`config.mk`:
```
export PLATFORM = sky130hd
export DESIGN_NAME = ishift_p
export DESIGN_NICKNAME = d
export VERILOG_FILES = /design/src/rtl/ishift_p.sv
export SDC_FILE = /design/constraint.sdc
export NUM_CORES = 1
export LEC_CHECK = 0
export ABC_AREA = 1
export CAP_MARGIN = 20
export CORE_MARGIN = 2
export CORE_UTILIZATION = 55
export DETAILED_ROUTE_END_ITERATION = 10
export GPL_TIMING_DRIVEN = 0
export PLACE_DENSITY = 0.95
export SLEW_MARGIN = 40
export SYNTH_ARGS = -nofsm -noshare
export SYNTH_HDL_FRONTEND = slang
export SYNTH_SLANG_ARGS = --single-unit
```
`constraint.sdc`:
```
create_clock -name clk -period 4.45 [get_ports clk]
set_clock_uncertainty 0.05 [all_clocks]
set_input_delay 0.6675 -clock clk [delete_from_list [all_inputs] [get_ports clk]]
set_output_delay 0.6675 -clock clk [all_outputs]
set_load 0.02 [all_outputs]
```
`src/rtl/ishift_p.sv`:
```
// rtl/ishift_p.sv - iterative multi-mode shifter/rotator, up to STEP bits per cycle
module ishift_p #(
    parameter int WIDTH = 32,
    parameter int STEP  = 4,
    parameter int CW    = $clog2(WIDTH) + 1
) (
    input  logic             clk,
    input  logic             arstn,
    input  logic             go,
    input  logic [2:0]       fmt,
    input  logic [CW-1:0]    cnt,
    input  logic [WIDTH-1:0] a,
    output logic             busy,
    output logic             done,
    output logic [WIDTH-1:0] y,
    output logic             carry,
    output logic             ovf
);

    localparam int LW = $clog2(WIDTH);

    localparam logic [CW-1:0] L_WIDTH = CW'(WIDTH);
    localparam logic [CW-1:0] L_STEP  = CW'(STEP);
    localparam logic [CW-1:0] L_ONE   = CW'(1);

    localparam logic [2:0] F_LSR = 3'd0;
    localparam logic [2:0] F_LSL = 3'd1;
    localparam logic [2:0] F_ASR = 3'd2;
    localparam logic [2:0] F_ASL = 3'd3;
    localparam logic [2:0] F_ROR = 3'd4;
    localparam logic [2:0] F_ROL = 3'd5;

    typedef enum logic {
        S_IDLE,
        S_RUN
    } state_t;

    state_t           r_state, w_state_nx;
    logic [WIDTH-1:0] r_y, w_y_nx;
    logic [CW-1:0]    r_rem, w_rem_nx;
    logic [2:0]       r_fmt, w_fmt_nx;
    logic             r_carry, w_carry_nx;
    logic             r_ovf, w_ovf_nx;
    logic             r_done, w_done_nx;

    logic [CW-1:0]    w_eff;
    logic             w_big;
    logic [WIDTH-1:0] w_y_big, w_y_one;
    logic             w_c_big, w_c_one;
    logic             w_o_big, w_o_one;

    function automatic logic [WIDTH-1:0] f_shift(input logic [WIDTH-1:0] v,
                                                 input logic [2:0] m, input int k);
        logic [WIDTH-1:0] r;
        case (m)
            F_LSR:        r = v >> k;
            F_LSL, F_ASL: r = v << k;
            F_ASR:        r = $signed(v) >>> k;
            F_ROR:        r = (v >> k) | (v << (WIDTH - k));
            F_ROL:        r = (v << k) | (v >> (WIDTH - k));
            default:      r = v;
        endcase
        return r;
    endfunction

    // Last bit to cross the boundary: y[k-1] going right, y[WIDTH-k] going left.
    function automatic logic f_carry(input logic [WIDTH-1:0] v,
                                     input logic [2:0] m, input int k);
        logic [WIDTH-1:0] t;
        if (m == F_LSR || m == F_ASR || m == F_ROR)
            t = v >> (k - 1);
        else
            t = v >> (WIDTH - k);
        return t[0];
    endfunction

    // The k bits shifted out plus the new sign bit are the top k+1 bits of {v,0}.
    function automatic logic f_ovf(input logic [WIDTH-1:0] v, input int k);
        logic [WIDTH:0] ext;
        logic [WIDTH:0] top;
        logic [WIDTH:0] mask;
        ext  = {v, 1'b0};
        top  = ext >> (WIDTH - k);
        mask = {(WIDTH + 1){1'b1}} >> (WIDTH - k);
        return (top != '0) && (top != mask);
    endfunction

    always_comb begin
        w_eff = '0;
        case (fmt)
            F_LSR, F_LSL, F_ASR, F_ASL: w_eff = (cnt > L_WIDTH) ? L_WIDTH : cnt;
            F_ROR, F_ROL:               w_eff = {1'b0, cnt[LW-1:0]};
            default:                    w_eff = '0;
        endcase
    end

    assign w_big   = (r_rem >= L_STEP);
    assign w_y_big = f_shift(r_y, r_fmt, STEP);
    assign w_y_one = f_shift(r_y, r_fmt, 1);
    assign w_c_big = f_carry(r_y, r_fmt, STEP);
    assign w_c_one = f_carry(r_y, r_fmt, 1);
    assign w_o_big = f_ovf(r_y, STEP);
    assign w_o_one = f_ovf(r_y, 1);

    always_comb begin
        w_state_nx = r_state;
        w_y_nx     = r_y;
        w_rem_nx   = r_rem;
        w_fmt_nx   = r_fmt;
        w_carry_nx = r_carry;
        w_ovf_nx   = r_ovf;
        w_done_nx  = 1'b0;
        case (r_state)
            S_IDLE: begin
                if (go) begin
                    w_state_nx = S_RUN;
                    w_y_nx     = a;
                    w_fmt_nx   = fmt;
                    w_rem_nx   = w_eff;
                    w_carry_nx = 1'b0;
                    w_ovf_nx   = 1'b0;
                end
            end
            S_RUN: begin
                if (r_rem == '0) begin
                    w_state_nx = S_IDLE;
                    w_done_nx  = 1'b1;
                end else begin
                    w_y_nx     = w_big ? w_y_big : w_y_one;
                    w_rem_nx   = r_rem - (w_big ? L_STEP : L_ONE);
                    w_carry_nx = w_big ? w_c_big : w_c_one;
                    if (r_fmt == F_ASL && (w_big ? w_o_big : w_o_one))
                        w_ovf_nx = 1'b1;
                end
            end
            default: w_state_nx = S_IDLE;
        endcase
    end

    always_ff @(posedge clk) begin
        if (!arstn) begin
            r_state <= S_IDLE;
            r_y     <= '0;
            r_rem   <= '0;
            r_fmt   <= '0;
            r_carry <= 1'b0;
            r_ovf   <= 1'b0;
            r_done  <= 1'b0;
        end else begin
            r_state <= w_state_nx;
            r_y     <= w_y_nx;
            r_rem   <= w_rem_nx;
            r_fmt   <= w_fmt_nx;
            r_carry <= w_carry_nx;
            r_ovf   <= w_ovf_nx;
            r_done  <= w_done_nx;
        end
    end

    assign busy  = (r_state == S_RUN);
    assign done  = r_done;
    assign y     = r_y;
    assign carry = r_carry;
    assign ovf   = r_ovf;

endmodule

```
==> impl_metrics.py, run 1 <==
metrics = {
    "power_and_ir_drop": {
        "power_frac_seq_pct": 27.9,
        "power_mw": 2.097,
        "ir_drop_mv": 0.2916,
        "cellPowerDensity_nw_per_um2": 469.9,
        "combPwrFrac_pct": 55.9,
        "switching_share_pct": 48.33,
        "switchingPower_mw": 1.014,
        "pwr-share-clk_pct": 16.1,
        "p_int_mw": 1.084,
        "leakagePower_nw": 1.917,
    },
    "yosys": {
        "synth_top_area_share_pct": 26.02,
        "ys_seq_elements": 45,
        "ys_warn_count": 0,
        "yosysMostFrequentCell": "nand2_1",
        "syn-cell-area_um2": 3462,
        "synth_adder_area_share_pct": 1.084,
        "synth_top_family_by_area": "simple AND/OR/NAND/NOR gates",
        "synthSimpleGateAreaFrac_pct": 44.71,
        "syn_avg_cell_area_um2": 5.799,
        "async_flop_share_pct": 0,
        "synth_xor_area_share_pct": 0.2530,
        "ys_types": 33,
        "synth_fp_nets": 644,
        "synth_compound_area_share_pct": 17.82,
        "synthTopCellsByCount": "nand2_1 (182), nand3_1 (83), nor2_1 (79)",
        "synth_edf_count": 0,
        "yosysSeqAreaShare_pct": 26.02,
        "synth_top_area_cell": "dfxtp_1",
        "synth_mux_area_share_pct": 0,
        "synth_top_flop_cell": "dfxtp_1",
        "syn-instance-count": 597,
        "synthTopCellsByArea": "dfxtp_1 (26%), nand2_1 (20%), nand3_1 (12%)",
    },
    "clocking": {
        "cts_max_level": 2,
        "cts_tree": "done",
        "post_cts_resized": 0,
        "clk_path_buf_depth": 2,
        "cts_sinks": 45,
        "cts_setup_buffers": 0,
        "hold_buffers": 0,
        "cts_made_buffers": 5,
        "clock_latency_ns": 0.32,
        "clk_pin_slew_ns": 0.11,
        "clockRootBuffer": "clkbuf_8",
    },
    "critical_path": {
        "rr_endpoint": "r_rem[4]",
        "reg2reg_slack_ns": 1.97,
        "required_ns": 4.65,
        "path_cells": "nor2_2, nand2_2, inv_1, buf_4, buf_4, ha_1, ha_1, nor2_1, inv_1, nand2_1, or2_2, nand3_1, nand3_1, a21oi_1",
        "slowest_delay_ns": 0.36,
        "crit-reg2reg-launch": "r_rem[4]",
        "path_max_fanout": 11,
        "slowest_stage": "dfxtp_1",
        "startpoint_type": "register",
        "cp-end-kind": "register",
        "worstRegToRegCells": 14,
        "arrival_ns": 2.68,
        "path_class": "register to register",
    },
    "grt": {
        "grt.total_usage_pct": 39.18,
        "grt_remaining_overflow": 0,
        "antenna_found_initial": 0,
        "grt_max_degree": 17,
        "grt_pass1_vias": 4315,
        "grt_first_pass_wirelength_um": 21900,
    },
    "die": {
        "die_h_um": 83.34,
        "io_pins": 80,
        "dieWidth_um": 83.34,
        "rows": 28,
        "fp.dieArea_um2": 6946,
        "start_util_pct": 57.79,
        "core_area_um2": 5991,
    },
    "final_layout": {
        "drive_gt1_share_pct": 7.456,
        "final_util_pct": 74.50,
        "synthToLayoutAreaGrowth_pct": 28.91,
        "diodes": 0,
        "fin_nets": 730,
    },
    "placed_design": {
        "gp_congestion": 1.046,
        "hpwl_um": 10320,
        "io_buffers": 79,
    },
    "drt": {
        "vias": 4758,
        "met3_wirelength_um": 1880,
        "route.met2.wl_um": 5920,
        "highest_layer": "met4",
        "wl_met1_um": 5301,
        "drtIter0Drc": 690,
        "routedWlPerCell_um": 18.21,
        "drtPass1Iterations": 6,
        "drt_wl_total_um": 13830,
        "drc_errors": 0,
        "viasPerCell": 6.269,
        "antenna_left": 0,
    },
    "hold_path": {
        "hp-start": "ovf",
        "hp-class": "register to register",
        "whs_path_depth": 2,
        "holdPathEnd": "ovf",
    },
    "sta": {
        "hold_viol_final": 0,
        "fmaxAchievable_mhz": 403.7,
        "slew_violations": 0,
        "period_share_pct": 55.66,
        "rsz0062_at_grt": "false",
        "relSlewSlack_pct": 50.86,
        "fin_hold_ws_ns": 0.4219,
        "tightestPinTransition_ns": 0.7371,
        "setup_tns_ns": 0,
        "layout_min_cycle_time_ns": 2.477,
        "setup_viol": 0,
    },
    "flow_run": {
        "cap_violations": 0,
    },
    "outcome": {
        "status": "finished clean",
    },
}
==> power by group through the flow <==
stage / sequential (mW) / clock, mW / combinational, mW
global placement: 0.586 / 0 / 1.10
CTS: 0.577 / 0.338 / 1.13
detailed placement: 0.586 / 0 / 1.13
finish: 0.586 / 0.339 / 1.17
global route: 0.590 / 0.351 / 1.26
floorplan: 0.625 / 0 / 0.681
==> layout make-up <==
class / count / area [um2]
multi-input cells: 483 / 2211
fillers: 518 / 1528
well taps: 75 / 93.84
clock inverters: 3 / 47.55
flip-flops and latches: 45 / 900.9
clock buffers: 5 / 68.82
repair buffers: 79 / 790.8
plain buffers: 36 / 225.2
inverters: 33 / 125.1
==> sequential cells by signal, summed over array words and instances (netlist names) <==
name	flops
done	1
y	32
ovf	1
r_fmt	3
carry	1
r_rem	6
busy	1
==> worst max path at each step <==
stage | startpoint | end | slack (ns) | cells after the start
CTS | r_rem[4] | r_rem[4] | 2.04 | 14
finish | r_rem[4] | r_rem[4] | 1.97 | 14
detailed placement | r_rem[4] | r_rem[4] | 2.08 | 14
global placement | arstn | r_fmt[1] | 2.15 | 5
global route | r_rem[4] | r_rem[4] | 1.86 | 14
floorplan | r_rem[4] | r_rem[4] | 2.46 | 14
==> cell families (layout without fill, tap and decap cells) <==
| logic type | Yosys count | in the layout |
|---|---|---|
| and+or+nand+nor | 364 | 364 |
| AOI/OAI and AO/OA | 115 | 115 |
| buffers and inverters | 69 | 156 |
| DFF | 45 | 45 |
| adders and majority gates | 3 | 3 |
| xor gates and xnor gates | 1 | 1 |
==> cell usage in the layout (no fill, tap or decap), types with 6 or more instances in the layout <==
| master | n |
|---|---|
| buf_6 | 6 |
| nand2_1 | 182 |
| clkbuf_1 | 10 |
| o21ai_1 | 11 |
| nand4_1 | 7 |
| dfxtp_1 | 45 |
| nor2_1 | 79 |
| clkdlybuf4s50_1 | 79 |
| buf_4 | 9 |
| a21oi_1 | 61 |
| inv_1 | 26 |
| o21ai_0 | 27 |
| o211ai_1 | 6 |
| nand3_1 | 83 |
| buf_2 | 9 |
==> stage by stage <==
step / setup WS, ns / instances / area (um2)
5_1_grt: 1.862 / 759 / 4463
3_5_place_dp: 2.085 / 751 / 4347
2_1_floorplan: 2.455 / 597 / 3462
3_3_place_gp: 2.151 / 751 / 4347
4_1_cts: 2.039 / 759 / 4463
6_report: 1.973 / 759 / 4463
==> per-layer routing <==
metal	vias up	GRT usage (%)
li1	2148	-
met1	2122	51.89
met2	412	58.87
met3	76	9.145
met4	0	20.86
met5	-	0
==> worst max-delay path: cells and delay by family, from the launching register on <==
kind / cells / cell delay, ns
buffers and inverters: 4 / 0.62
AOI/OAI and AO/OA: 1 / 0.13
adders and majority gates: 2 / 0.39
and+or+nand+nor: 7 / 0.85
DFF: 1 / 0.36
(Power assumes the default switching activity.)
==> run 2: changes to the inputs <==
--- a/config.mk
+++ b/config.mk
@@ -8,10 +8,10 @@
 export ABC_AREA = 1
 export CAP_MARGIN = 20
 export CORE_MARGIN = 2
-export CORE_UTILIZATION = 55
+export CORE_UTILIZATION = 46
 export DETAILED_ROUTE_END_ITERATION = 10
 export GPL_TIMING_DRIVEN = 0
-export PLACE_DENSITY = 0.95
+export PLACE_DENSITY = 0.87
 export SLEW_MARGIN = 40
 export SYNTH_ARGS = -nofsm -noshare
 export SYNTH_HDL_FRONTEND = slang
==> constraint.sdc (replaced) <==
create_clock -name clk -period 2.2 [get_ports clk]
set_clock_uncertainty 0.05 [all_clocks]
set_input_delay 0.33 -clock clk [delete_from_list [all_inputs] [get_ports clk]]
set_output_delay 0.33 -clock clk [all_outputs]
set_load 0.02 [all_outputs]
==> impl_metrics.py, run 2 (synthesized netlist as in run 1, its figures left out) <==
metrics = {
    "power_and_ir_drop": {
        "power_frac_seq_pct": 27.5,
        "combPwrFrac_pct": 56.7,
        "pwr-share-clk_pct": 15.8,
        "cellPowerDensity_nw_per_um2": 956.9,
        "switching_share_pct": 47.31,
        "leakagePower_nw": 1.942,
        "power_mw": 4.364,
        "switchingPower_mw": 2.065,
        "ir_drop_mv": 0.5051,
        "p_int_mw": 2.300,
    },
    "die": {
        "io_pins": 80,
        "start_util_pct": 47.73,
        "rows": 31,
        "core_area_um2": 7253,
        "dieWidth_um": 90.76,
        "fp.dieArea_um2": 8236,
        "die_h_um": 90.76,
    },
    "sta": {
        "setup_viol": 0,
        "fmaxAchievable_mhz": 486.6,
        "period_share_pct": 93.42,
        "layout_min_cycle_time_ns": 2.055,
        "slew_violations": 0,
        "layout_setup_ws_ns": 0.1447,
        "hold_viol_final": 0,
        "relSlewSlack_pct": 55.01,
        "setup_tns_ns": 0,
        "tightestPinTransition_ns": 0.6749,
    },
    "critical_path": {
        "cp_num_cells": 13,
        "path_max_fanout": 10,
        "cpLargestDelayFamily": "simple AND/OR/NAND/NOR gates",
        "arrival_ns": 2.24,
        "critPathBufInv": 3,
        "slowest_stage": "dfxtp_1",
        "path_class": "register to register",
        "required_ns": 2.38,
        "startpoint": "r_rem[2]",
        "startpoint_type": "register",
        "cp-end-kind": "register",
        "path_cells": "nor2_1, nand2_2, inv_4, buf_12, ha_1, ha_2, nor2_1, inv_1, nand2_1, or2_2, nand3_1, nand3_1, a21oi_1",
        "slowest_delay_ns": 0.34,
        "worstRegToRegCells": 13,
        "crit-reg2reg-launch": "r_rem[2]",
    },
    "final_layout": {
        "largest_register_ffs": 32,
        "drive_gt1_share_pct": 8.297,
        "fin_area_um2": 4561,
        "fin_nets": 733,
        "synthToLayoutAreaGrowth_pct": 31.73,
        "final_cells": 786,
        "diodes": 0,
        "layout_common_cells": "nand2_1 (182), nand3_1 (83), nor2_1 (79), clkdlybuf4s50_1 (79), a21oi_1 (61)",
        "final_common_cell": "nand2_1",
    },
    "drt": {
        "drtPass1Iterations": 5,
        "viasPerCell": 5.777,
        "drt_wl_total_um": 14540,
        "vias": 4541,
        "drc_errors": 0,
        "drtIter0Drc": 558,
        "routedWlPerCell_um": 18.50,
        "antenna_left": 0,
    },
    "flow_run": {
        "cap_violations": 0,
    },
    "grt": {
        "grt_max_degree": 21,
        "met1_usage_pct": 49.49,
        "grt-busiest-layer": "met2",
        "met3_usage_pct": 5.509,
        "grt_remaining_overflow": 0,
        "grt.total_usage_pct": 35.25,
        "grt_pass1_vias": 4176,
        "antenna_found_initial": 0,
        "grt_first_pass_wirelength_um": 22800,
        "met2_usage_pct": 55.47,
    },
    "clocking": {
        "clk_path_buf_depth": 2,
        "clock_latency_ns": 0.31,
        "clk_pin_slew_ns": 0.10,
        "cts_sinks": 45,
        "clockRootBuffer": "clkbuf_8",
        "cts_made_buffers": 5,
        "hold_buffers": 0,
        "cts_max_level": 2,
        "cts_tree": "done",
    },
    "hold_path": {
        "whs_path_depth": 2,
        "hp-start": "ovf",
        "hp-class": "register to register",
    },
    "outcome": {
        "status": "finished clean",
    },
    "placed_design": {
        "post_dp_cell_area_um2": 4377,
        "dp_slack_ns": -0.1594,
        "gp_congestion": 0.9789,
        "hpwl_um": 11150,
        "numPlacedInstances": 775,
        "io_buffers": 79,
    },
}
-- run 2: per-stage QoR --
stage / hold WS (ns) / utilization [%]
finish: 0.4308 / 62.88
detailed placement: 0.4158 / 60.34
global placement: 0.3994 / 60.34
global route: 0.4699 / 62.88
floorplan: 0.4166 / -
CTS: 0.4295 / 61.95
-- run 2: layout make-up --
type                            count  area, um2
Sequential cell                    45      902.1
Fill cell                         734       2693
Timing Repair Buffer               83      838.3
Multi-Input combinational cell    483       2218
Clock buffer                        6      82.58
Buffer                             35      230.2
Clock inverter                      2      37.54
Inverter                           33      127.6
Tap cell                           99      123.9
-- run 2: power by group through the flow --
stage	combinational (mW)	clock (mW)	sequential, mW
global route	2.69	0.724	1.21
floorplan	1.38	0	1.26
detailed placement	2.31	0	1.20
finish	2.47	0.689	1.20
global placement	2.27	0	1.20
CTS	2.30	0.694	1.18
-- run 2: metal layers --
layer	vias to the layer above	routed length, um
met3	33	1536
met2	268	6471
met4	0	344
met1	2096	6188
li1	2144	-
met5	-	0
-- run 2: final timing paths --
path	end	slack [ns]
max	r_rem[4]	0.14
min	ovf	0.43
max reg2reg	r_rem[4]	0.14
min reg2reg	ovf	0.43
-- run 2: worst reg2reg max path, cell delays in order (launching register included) --
cell	delay, ns
dfxtp_1	0.34
nor2_1	0.14
nand2_2	0.12
inv_4	0.10
buf_12	0.14
ha_1	0.18
ha_2	0.18
nor2_1	0.04
inv_1	0.07
nand2_1	0.06
or2_2	0.27
nand3_1	0.07
nand3_1	0.09
a21oi_1	0.13
-- run 2: timing repair --
action / in CTS / in global routing
setup endpoints to repair: 1 / 1
buffers inserted: 0 / 3
pin swaps: 0 / 2
cloned: 0 / 1
endpoints found under the hold margin: 0 / 0
resized for setup: 1 / 7
==> run 3: changes to the inputs <==
--- a/config.mk
+++ b/config.mk
@@ -8,10 +8,12 @@
 export ABC_AREA = 1
 export CAP_MARGIN = 20
 export CORE_MARGIN = 2
-export CORE_UTILIZATION = 46
+export CORE_UTILIZATION = 35
 export DETAILED_ROUTE_END_ITERATION = 10
+export DONT_BUFFER_PORTS = 1
+export GPL_ROUTABILITY_DRIVEN = 0
 export GPL_TIMING_DRIVEN = 0
-export PLACE_DENSITY = 0.87
+export PLACE_DENSITY = 0.61
 export SLEW_MARGIN = 40
 export SYNTH_ARGS = -nofsm -noshare
 export SYNTH_HDL_FRONTEND = slang
==> impl_metrics.py, run 3 (synthesized netlist as in run 1, its figures left out) <==
metrics = {
    "outcome": {
        "status": "finished clean",
    },
    "placed_design": {
        "io_buffers": 0,
        "numPlacedInstances": 730,
        "dp_slack_ns": -0.1101,
        "post_dp_cell_area_um2": 3628,
        "hpwl_um": 10050,
    },
    "sta": {
        "tightestPinTransition_ns": 0.7190,
        "period_share_pct": 93.76,
        "rsz0062_at_grt": "false",
        "layout_setup_ws_ns": 0.1373,
        "hold_viol_final": 0,
        "slew_violations": 0,
        "layout_min_cycle_time_ns": 2.063,
        "fmaxAchievable_mhz": 484.8,
        "fin_hold_ws_ns": 0.1376,
        "setup_viol": 0,
        "relSlewSlack_pct": 52.07,
    },
    "drt": {
        "drtPass1Iterations": 5,
        "vias": 4198,
        "drt_wl_total_um": 13250,
        "drc_errors": 0,
        "routedWlPerCell_um": 17.98,
        "viasPerCell": 5.696,
        "drtIter0Drc": 397,
        "antenna_left": 0,
    },
    "clocking": {
        "cts_sinks": 45,
        "cts_tree": "done",
        "clockRootBuffer": "clkbuf_8",
        "hold_buffers": 0,
        "cts_setup_buffers": 0,
        "cts_made_buffers": 5,
        "clock_latency_ns": 0.31,
        "clk_pin_slew_ns": 0.10,
        "cts_max_level": 2,
        "clk_path_buf_depth": 2,
    },
    "grt": {
        "antenna_found_initial": 0,
        "grt_remaining_overflow": 0,
        "grt_max_degree": 21,
        "grt_first_pass_wirelength_um": 20320,
        "grt_pass1_vias": 3812,
        "grt.total_usage_pct": 25.10,
    },
    "critical_path": {
        "path_class": "register to register",
        "cp-end-kind": "register",
        "required_ns": 2.38,
        "worstRegToRegCells": 13,
        "startpoint_type": "register",
        "arrival_ns": 2.25,
        "path_max_fanout": 20,
    },
    "final_layout": {
        "synthToLayoutAreaGrowth_pct": 8.312,
        "fin_nets": 650,
        "drive_gt1_share_pct": 9.272,
        "layout_common_cells": "nand2_1 (182), nand3_1 (83), nor2_1 (78)",
        "final_util_pct": 38.72,
        "final_common_cell": "nand2_1",
        "fin_area_um2": 3750,
        "final_cells": 737,
        "largest_register_ffs": 32,
        "diodes": 0,
    },
    "hold_path": {
        "whs_path_depth": 2,
        "hp-class": "input pin to register",
    },
    "die": {
        "dieWidth_um": 103.5,
        "io_pins": 80,
        "fp.dieArea_um2": 10700,
        "die_h_um": 103.5,
        "rows": 36,
        "start_util_pct": 35.75,
        "core_area_um2": 9684,
    },
    "power_and_ir_drop": {
        "cellPowerDensity_nw_per_um2": 1014,
        "leakagePower_nw": 1.610,
        "ir_drop_mv": 0.3476,
    },
    "flow_run": {
        "cap_violations": 0,
    },
}
## run 3: cell types whose count changed in the layout (fill, tap and decap cells not counted), sizes merged
cell | previous run | this run
clkinv | 2 | 3
inv | 31 | 32
bufinv | 1 | 0
clkbuf | 17 | 15
buf | 28 | 25
clkdlybuf4s50 | 79 | 0
## run 3: cell type report
class                   instances  area [um2]
well taps                     133       166.4
fillers                      1088        5934
clock buffers                   5       68.82
multi-input cells             483        2231
clock inverters                 3       21.27
inverters                      33       127.6
flip-flops and latches         45       904.6
plain buffers                  35       230.2
## run 3: worst paths after layout
kind / startpoint / to / slack, ns
worst max register to register: r_rem[5] / r_rem[4] / 0.14
worst min-delay path: cnt[1] / r_rem[1] / 0.14
worst min register to register: r_rem[5] / r_rem[5] / 0.45
worst max-delay path: r_rem[5] / r_rem[4] / 0.14
## run 3: worst max-delay path: stages (launching register included)
cell and delay (ns):
dfxtp_2 0.35, nor2_4 0.15, nand2_4 0.11, inv_4 0.09, buf_12 0.15, ha_2 0.19
ha_1 0.17, nor2_1 0.05, inv_1 0.06, nand2_1 0.06, or2_2 0.27, nand3_1 0.07
nand3_1 0.08, a21oi_1 0.13
## run 3: timing repair
action,in CTS,in global routing
gates resized for setup,1,12
setup endpoints to repair,1,1
pin swaps,0,1
## run 3: per-stage QoR
step                setup TNS, ns  power [mW]
floorplan                       0       2.641
detailed placement        -0.1101       3.163
finish                          0       3.803
CTS                             0       3.713
global placement         -0.08149       3.151
global route                    0       4.078
## run 3: power by group
group          switching [mW]  internal (mW)
combinational            1.24          0.645
sequential              0.393          0.969
clock                   0.331          0.226
total                    1.96           1.84
## run 3: routing by layer
metal / GRT usage [%] / wire, um / vias up
met5: 0 / 0 / -
met4: 12.04 / 597 / 0
met3: 5.108 / 1365 / 41
met2: 39.06 / 5929 / 239
met1: 33.18 / 5357 / 1929
li1: - / - / 1989
